--- src/rtl/uart_tx_fifo.sv ---
// uart_tx_fifo: 8N1 UART transmitter fed by a small byte FIFO, paced by a shared oversampling tick.
// Define UART_TX_PARITY_EN to insert an even-parity bit between the data bits and the stop bit.
module uart_tx_fifo #(
  parameter int OVERSAMPLE = 16,
  parameter int FIFO_DEPTH = 4
) (
  input  logic       clk,
  input  logic       rst_n,
  input  logic       b_tick,
  input  logic       wr_en,
  input  logic [7:0] wr_data,
  output logic       full,
  output logic       overflow,
  output logic       tx,
  output logic       tx_busy,
  output logic       tx_done
);
  localparam int AW = $clog2(FIFO_DEPTH);
  localparam int TW = $clog2(OVERSAMPLE);
`ifdef UART_TX_PARITY_EN
  typedef enum logic [2:0] {IDLE, START, DATA, PARITY, STOP} state_t;
`else
  typedef enum logic [2:0] {IDLE, START, DATA, STOP} state_t;
`endif
  logic [7:0]    mem_q [FIFO_DEPTH];
  logic [AW-1:0] wr_ptr_q, rd_ptr_q;
  logic [AW:0]   count_q;
  state_t        state_q;
  logic [TW-1:0] tick_q;
  logic [2:0]    bit_q;
  logic [7:0]    shift_q;
  logic          par_q, tx_q, done_q, ovf_q;
  logic          push, pop, last;
  assign full     = count_q == (AW+1)'(FIFO_DEPTH);
  assign push     = wr_en && !full;
  assign pop      = state_q == IDLE && count_q != '0;
  assign last     = b_tick && tick_q == TW'(OVERSAMPLE-1);
  assign overflow = ovf_q;
  assign tx       = tx_q;
  assign tx_busy  = state_q != IDLE;
  assign tx_done  = done_q;
  always_ff @(posedge clk)
    if (push) mem_q[wr_ptr_q] <= wr_data;
  always_ff @(posedge clk or negedge rst_n)
    if (!rst_n) begin
      wr_ptr_q <= '0;
      rd_ptr_q <= '0;
      count_q  <= '0;
      ovf_q    <= 1'b0;
    end else begin
      wr_ptr_q <= wr_ptr_q + AW'(push);
      rd_ptr_q <= rd_ptr_q + AW'(pop);
      count_q  <= count_q + (AW+1)'(push) - (AW+1)'(pop);
      ovf_q    <= wr_en && full;
    end
  // tx is loaded with the level of the state being entered, so it changes exactly with the state register
  always_ff @(posedge clk or negedge rst_n)
    if (!rst_n) begin
      state_q <= IDLE;
      tick_q  <= '0;
      bit_q   <= '0;
      shift_q <= '0;
      par_q   <= 1'b0;
      tx_q    <= 1'b1;
      done_q  <= 1'b0;
    end else begin
      done_q <= 1'b0;
      if (state_q != IDLE && b_tick) tick_q <= last ? '0 : tick_q + 1'b1;
      case (state_q)
        IDLE: begin
          tick_q <= '0;
          bit_q  <= '0;
          if (pop) begin
            shift_q <= mem_q[rd_ptr_q];
            par_q   <= ^mem_q[rd_ptr_q];
            state_q <= START;
            tx_q    <= 1'b0;
          end
        end
        START: if (last) begin
          state_q <= DATA;
          tx_q    <= shift_q[0];
        end
        DATA: if (last) begin
          shift_q <= shift_q >> 1;
          bit_q   <= bit_q + 1'b1;
          if (bit_q == 3'd7) begin
`ifdef UART_TX_PARITY_EN
            state_q <= PARITY;
            tx_q    <= par_q;
`else
            state_q <= STOP;
            tx_q    <= 1'b1;
`endif
          end else tx_q <= shift_q[1];
        end
`ifdef UART_TX_PARITY_EN
        PARITY: if (last) begin
          state_q <= STOP;
          tx_q    <= 1'b1;
        end
`endif
        STOP: if (last) begin
          state_q <= IDLE;
          done_q  <= 1'b1;
        end
        default: state_q <= IDLE;
      endcase
    end
endmodule
--- config.mk ---
export PLATFORM = sky130hd
export DESIGN_NAME = uart_tx_fifo
export DESIGN_NICKNAME = d
export VERILOG_FILES = /design/src/rtl/uart_tx_fifo.sv
export SDC_FILE = /design/constraint.sdc
export NUM_CORES = 1
export LEC_CHECK = 0
export ABC_AREA = 1
export CAP_MARGIN = 20
export CORE_MARGIN = 2
export CORE_UTILIZATION = 25
export CTS_CLUSTER_DIAMETER = 50
export DETAILED_ROUTE_END_ITERATION = 12
export DONT_BUFFER_PORTS = 1
export PLACE_DENSITY = 0.46
export SLEW_MARGIN = 10
export SYNTH_ARGS = -nofsm -noshare
export SYNTH_HDL_FRONTEND = slang
export SYNTH_SLANG_ARGS = --single-unit
--- constraint.sdc ---
create_clock -name clk -period 1.85 [get_ports clk]
set_input_delay 0.37 -clock clk [delete_from_list [all_inputs] [get_ports clk]]
set_output_delay 0.37 -clock clk [all_outputs]
set_load 0.1 [all_outputs]
==> flow_summary_export.csv <==
group,metric,value,unit
outcome,status,"complete, no violations",
synthesis,syn_inst,266,
route,drt_iter0_markers,112,
critical_path,crit_fanout,3,
synthesis,ys.flop_type,"edfxtp_1",
die,dieArea,0.0115,mm²
critical_path,critical-path-top-cell-by-count,"xor2_1",
die,io-pin-count,17,
critical_path,slowest_stage,"dfrtp_1",
die,row_count,37,
power_and_ir_drop,p_total,5.58,mW
clocking,cts.sinks,59,
final_layout,fillers,1057,
timing,maxSlewHeadroom,0.654,
timing,fin_crit_sh,0.959,
route,num_vias,1757,
critical_path,path_cells,"inv_1 > ha_2 > nand2_1 > xor2_1 > ha_1 > fa_1 > xor2_1",
min_path,worstHoldPathCells,0,
final_layout,n_antenna_cell,0,
synthesis,ys_warn_count,0,
power_and_ir_drop,peakVddDrop,650,µV
synthesis,synth-seq-cells,59,
route,antenna_left,0,
die,coreArea,0.0103,mm²
synthesis,ys_seq_area_frac,0.615,
clocking,cts_buffer_depth,2,
synthesis,synthArstFlopShare,0.458,
synthesis,postSynthNetCount,289,
synthesis,syn_area_per_cell,10.0,µm²
timing,layout_min_cycle_time,1.77,ns
min_path,hold_path.class,"input port to flip-flop",
synthesis,synth_top_area_share,0.361,
global_routing,grt_pass1_vias,1761,
global_routing,antenna_found_initial,0,
timing,finalSetupViolations,0,
critical_path,r2r_setup_slack,0.08,ns
final_layout,fin_util,0.307,
min_path,whs_endpoint,"mem_q[0][2]",
global_routing,grtUsageTotal,0.104,
timing,max_freq,564,MHz
clocking,clk-insertion-delay-late,0.34,ns
final_layout,final_net_count,312,
placement,io_buffers,0,
global_routing,grt_max_degree,28,
placement,globalplace.congestion,0.728,
timing,finalMaxSlewViolations,0,
min_path,min-delay-start,"wr_data[2]",
critical_path,cp_data_arrival_time,2.00,ns
synthesis,syn_area,0.00266,mm²
critical_path,worstRegToRegCells,7,
timing,hold_viol_final,0,
timing,finalClockSkew,0.00892,ns
route,via_per_inst,4.09,
synthesis,yosysUniqueCellTypes,24,
timing,tns,0,ns
route,drc_errors,0,
synthesis,yosysTopAreaCell,"edfxtp_1",
route,drt_first_pass_iters,5,
route,totalWireLength,5290,µm
critical_path,setup.worst_path.class,"flip-flop to flip-flop",
die,die_h,107,µm
flow_run,drv_cap,0,
global_routing,grt.overflow.total,0,
synthesis,synth_area_leaders,"edfxtp_1, dfrtp_1, nand2_1",
die,die_x,107,µm
power_and_ir_drop,total_leakage_power,1.45,nW
timing,rsz0062_at_grt,"false",
critical_path,cp-start-kind,"flip-flop",
clocking,cts_buffers,9,
route,avgRoutedWirePerCell,12.3,µm
clocking,cts_tree,"done",
timing,tightest_slew,0.518,ns
final_layout,syn_to_final_growth,19.2,%
critical_path,reg2reg_from,"state_q[0]",
clocking,htreeDepth,3,
synthesis,synth_edf_count,32,
critical_path,cp_slowest_stage_delay,0.38,ns
critical_path,rr_endpoint,"count_q[2]",
final_layout,postLayoutCellArea,0.00317,mm²
power_and_ir_drop,power.density,1760,mW/mm²
critical_path,critPathCaptureType,"flip-flop",
placement,dpl.hpwl,3590,µm
clocking,cts-root-buf,"clkbuf_8",
die,initial_utilization,0.258,
critical_path,required,2.07,ns
clocking,clk_pin_slew,0.08,ns
final_layout,layout-drive-gt1-share,0.150,
placement,placed_cell_area,0.00293,mm²
clocking,post_cts_buffers,0,
global_routing,grt_pass1_wl,8910,µm
==> synth_stat cells (3+ instances only) <==
| library cell | count |
|---|---|
| edfxtp_1 | 32 |
| buf_2 | 5 |
| inv_1 | 18 |
| ha_1 | 10 |
| nand4_1 | 3 |
| nor3_1 | 4 |
| o21ai_0 | 3 |
| a21oi_1 | 5 |
| nor2_1 | 13 |
| xor2_1 | 5 |
| dfrtp_1 | 26 |
| nand2_1 | 100 |
| nand3_1 | 29 |
==> cell type report <==
class                      instances  area (µm²)  share of cell area
clock buffer                       9         124              0.0390
sequential                        59        1640               0.516
inverter                          20        75.1              0.0237
clock inverter                     7        82.6              0.0260
tap                              136         170              0.0536
timing repair buffer              18         166              0.0524
multi-input combinational        181         917               0.289
==> kinds of logic (layout without fill, tap and decap cells) <==
logic type                 count (synthesis)  after routing  synth area share
AOI/OAI and AO/OA                         10             10            0.0244
xor gates and xnor gates                   6              6            0.0197
adders and majority gates                 11             11            0.0545
buffers and inverters                     26             54            0.0418
DFF                                       59             59             0.615
and+or+nand+nor                          154            154             0.244
==> registers in the layout (all words and copies together), names as in the netlist <==
name and cells:
shift_q 8, count_q 3, tx_done 1, rd_ptr_q 2, overflow 1, state_q 2, tx 1, tick_q 4
wr_ptr_q 2, bit_q 3, mem_q 32
==> what timing repair did <==
action                                  4_1_cts  5_1_grt
hold buffers                                  2        0
hold endpoints to repair                     27        0
resized for setup                             0        3
endpoints found under the setup margin        0        2
==> routing by layer <==
| metal | global-route usage | vias up | share of wire | wire length [µm] |
|---|---|---|---|---|
| met5 | 0 | - | 0 | 0 |
| met4 | 0.0417 | 0 | 0.013 | 67 |
| met3 | 0.0407 | 4 | 0.039 | 205 |
| met2 | 0.150 | 22 | 0.45 | 2350 |
| met1 | 0.139 | 819 | 0.50 | 2660 |
| li1 | - | 912 | - | - |
==> stage by stage <==
step	hold WS, ns	worst slack (ns)	cells
global placement	0.0759	0.104	412
CTS	0.104	0.0465	430
finish	0.123	0.0762	430
floorplan	0.0744	0.0953	266
detailed placement	0.0758	0.0773	412
global route	0.0846	0.00370	430
==> power by group <==
group          internal (mW)  switching, mW
Sequential              1.81          0.259
Combinational          0.806           1.48
Clock                  0.645          0.583
==> how the worst max path moves through the flow <==
| stage | cells past startpoint | from | to | slack, ns |
|---|---|---|---|---|
| floorplan | 7 | state_q[0] | tick_q[0] | 0.1 |
| global placement | 7 | state_q[0] | count_q[2] | 0.10 |
| detailed placement | 7 | state_q[0] | count_q[2] | 0.08 |
| CTS | 7 | state_q[0] | count_q[2] | 0.05 |
| global route | 7 | state_q[1] | count_q[2] | 0.004 |
| finish | 7 | state_q[0] | count_q[2] | 0.08 |
==> placed cells by master, fill, tap and decap left out <==
cell / instances
or2_1: 1
inv_1: 18
fa_1: 1
buf_12: 2
nand3_1: 29
edfxtp_1: 32
o21ai_0: 3
clkbuf_8: 9
nor3_1: 4
nor2_1: 12
nand2_4: 1
ha_2: 1
nor2_2: 1
dfrtp_1: 26
nand2_2: 2
dfstp_2: 1
nand4_1: 3
inv_6: 3
nand2_1: 100
buf_4: 14
a31o_2: 1
xnor2_1: 1
inv_2: 2
clkinvlp_4: 2
xor2_1: 5
nor2_4: 1
buf_6: 1
a21oi_1: 5
bufinv_16: 1
ha_1: 9
inv_8: 1
dlygate4sd3_1: 1
a21oi_4: 1
==> worst max-delay path: cells and delay by family, from the launching register on <==
family	cells	cell delay, ns
fa+ha+maj	3	0.77
flops	1	0.38
xor+xnor	2	0.32
buf+inv	1	0.10
simple gates	1	0.09
Power figures use the tool's default switching activity.
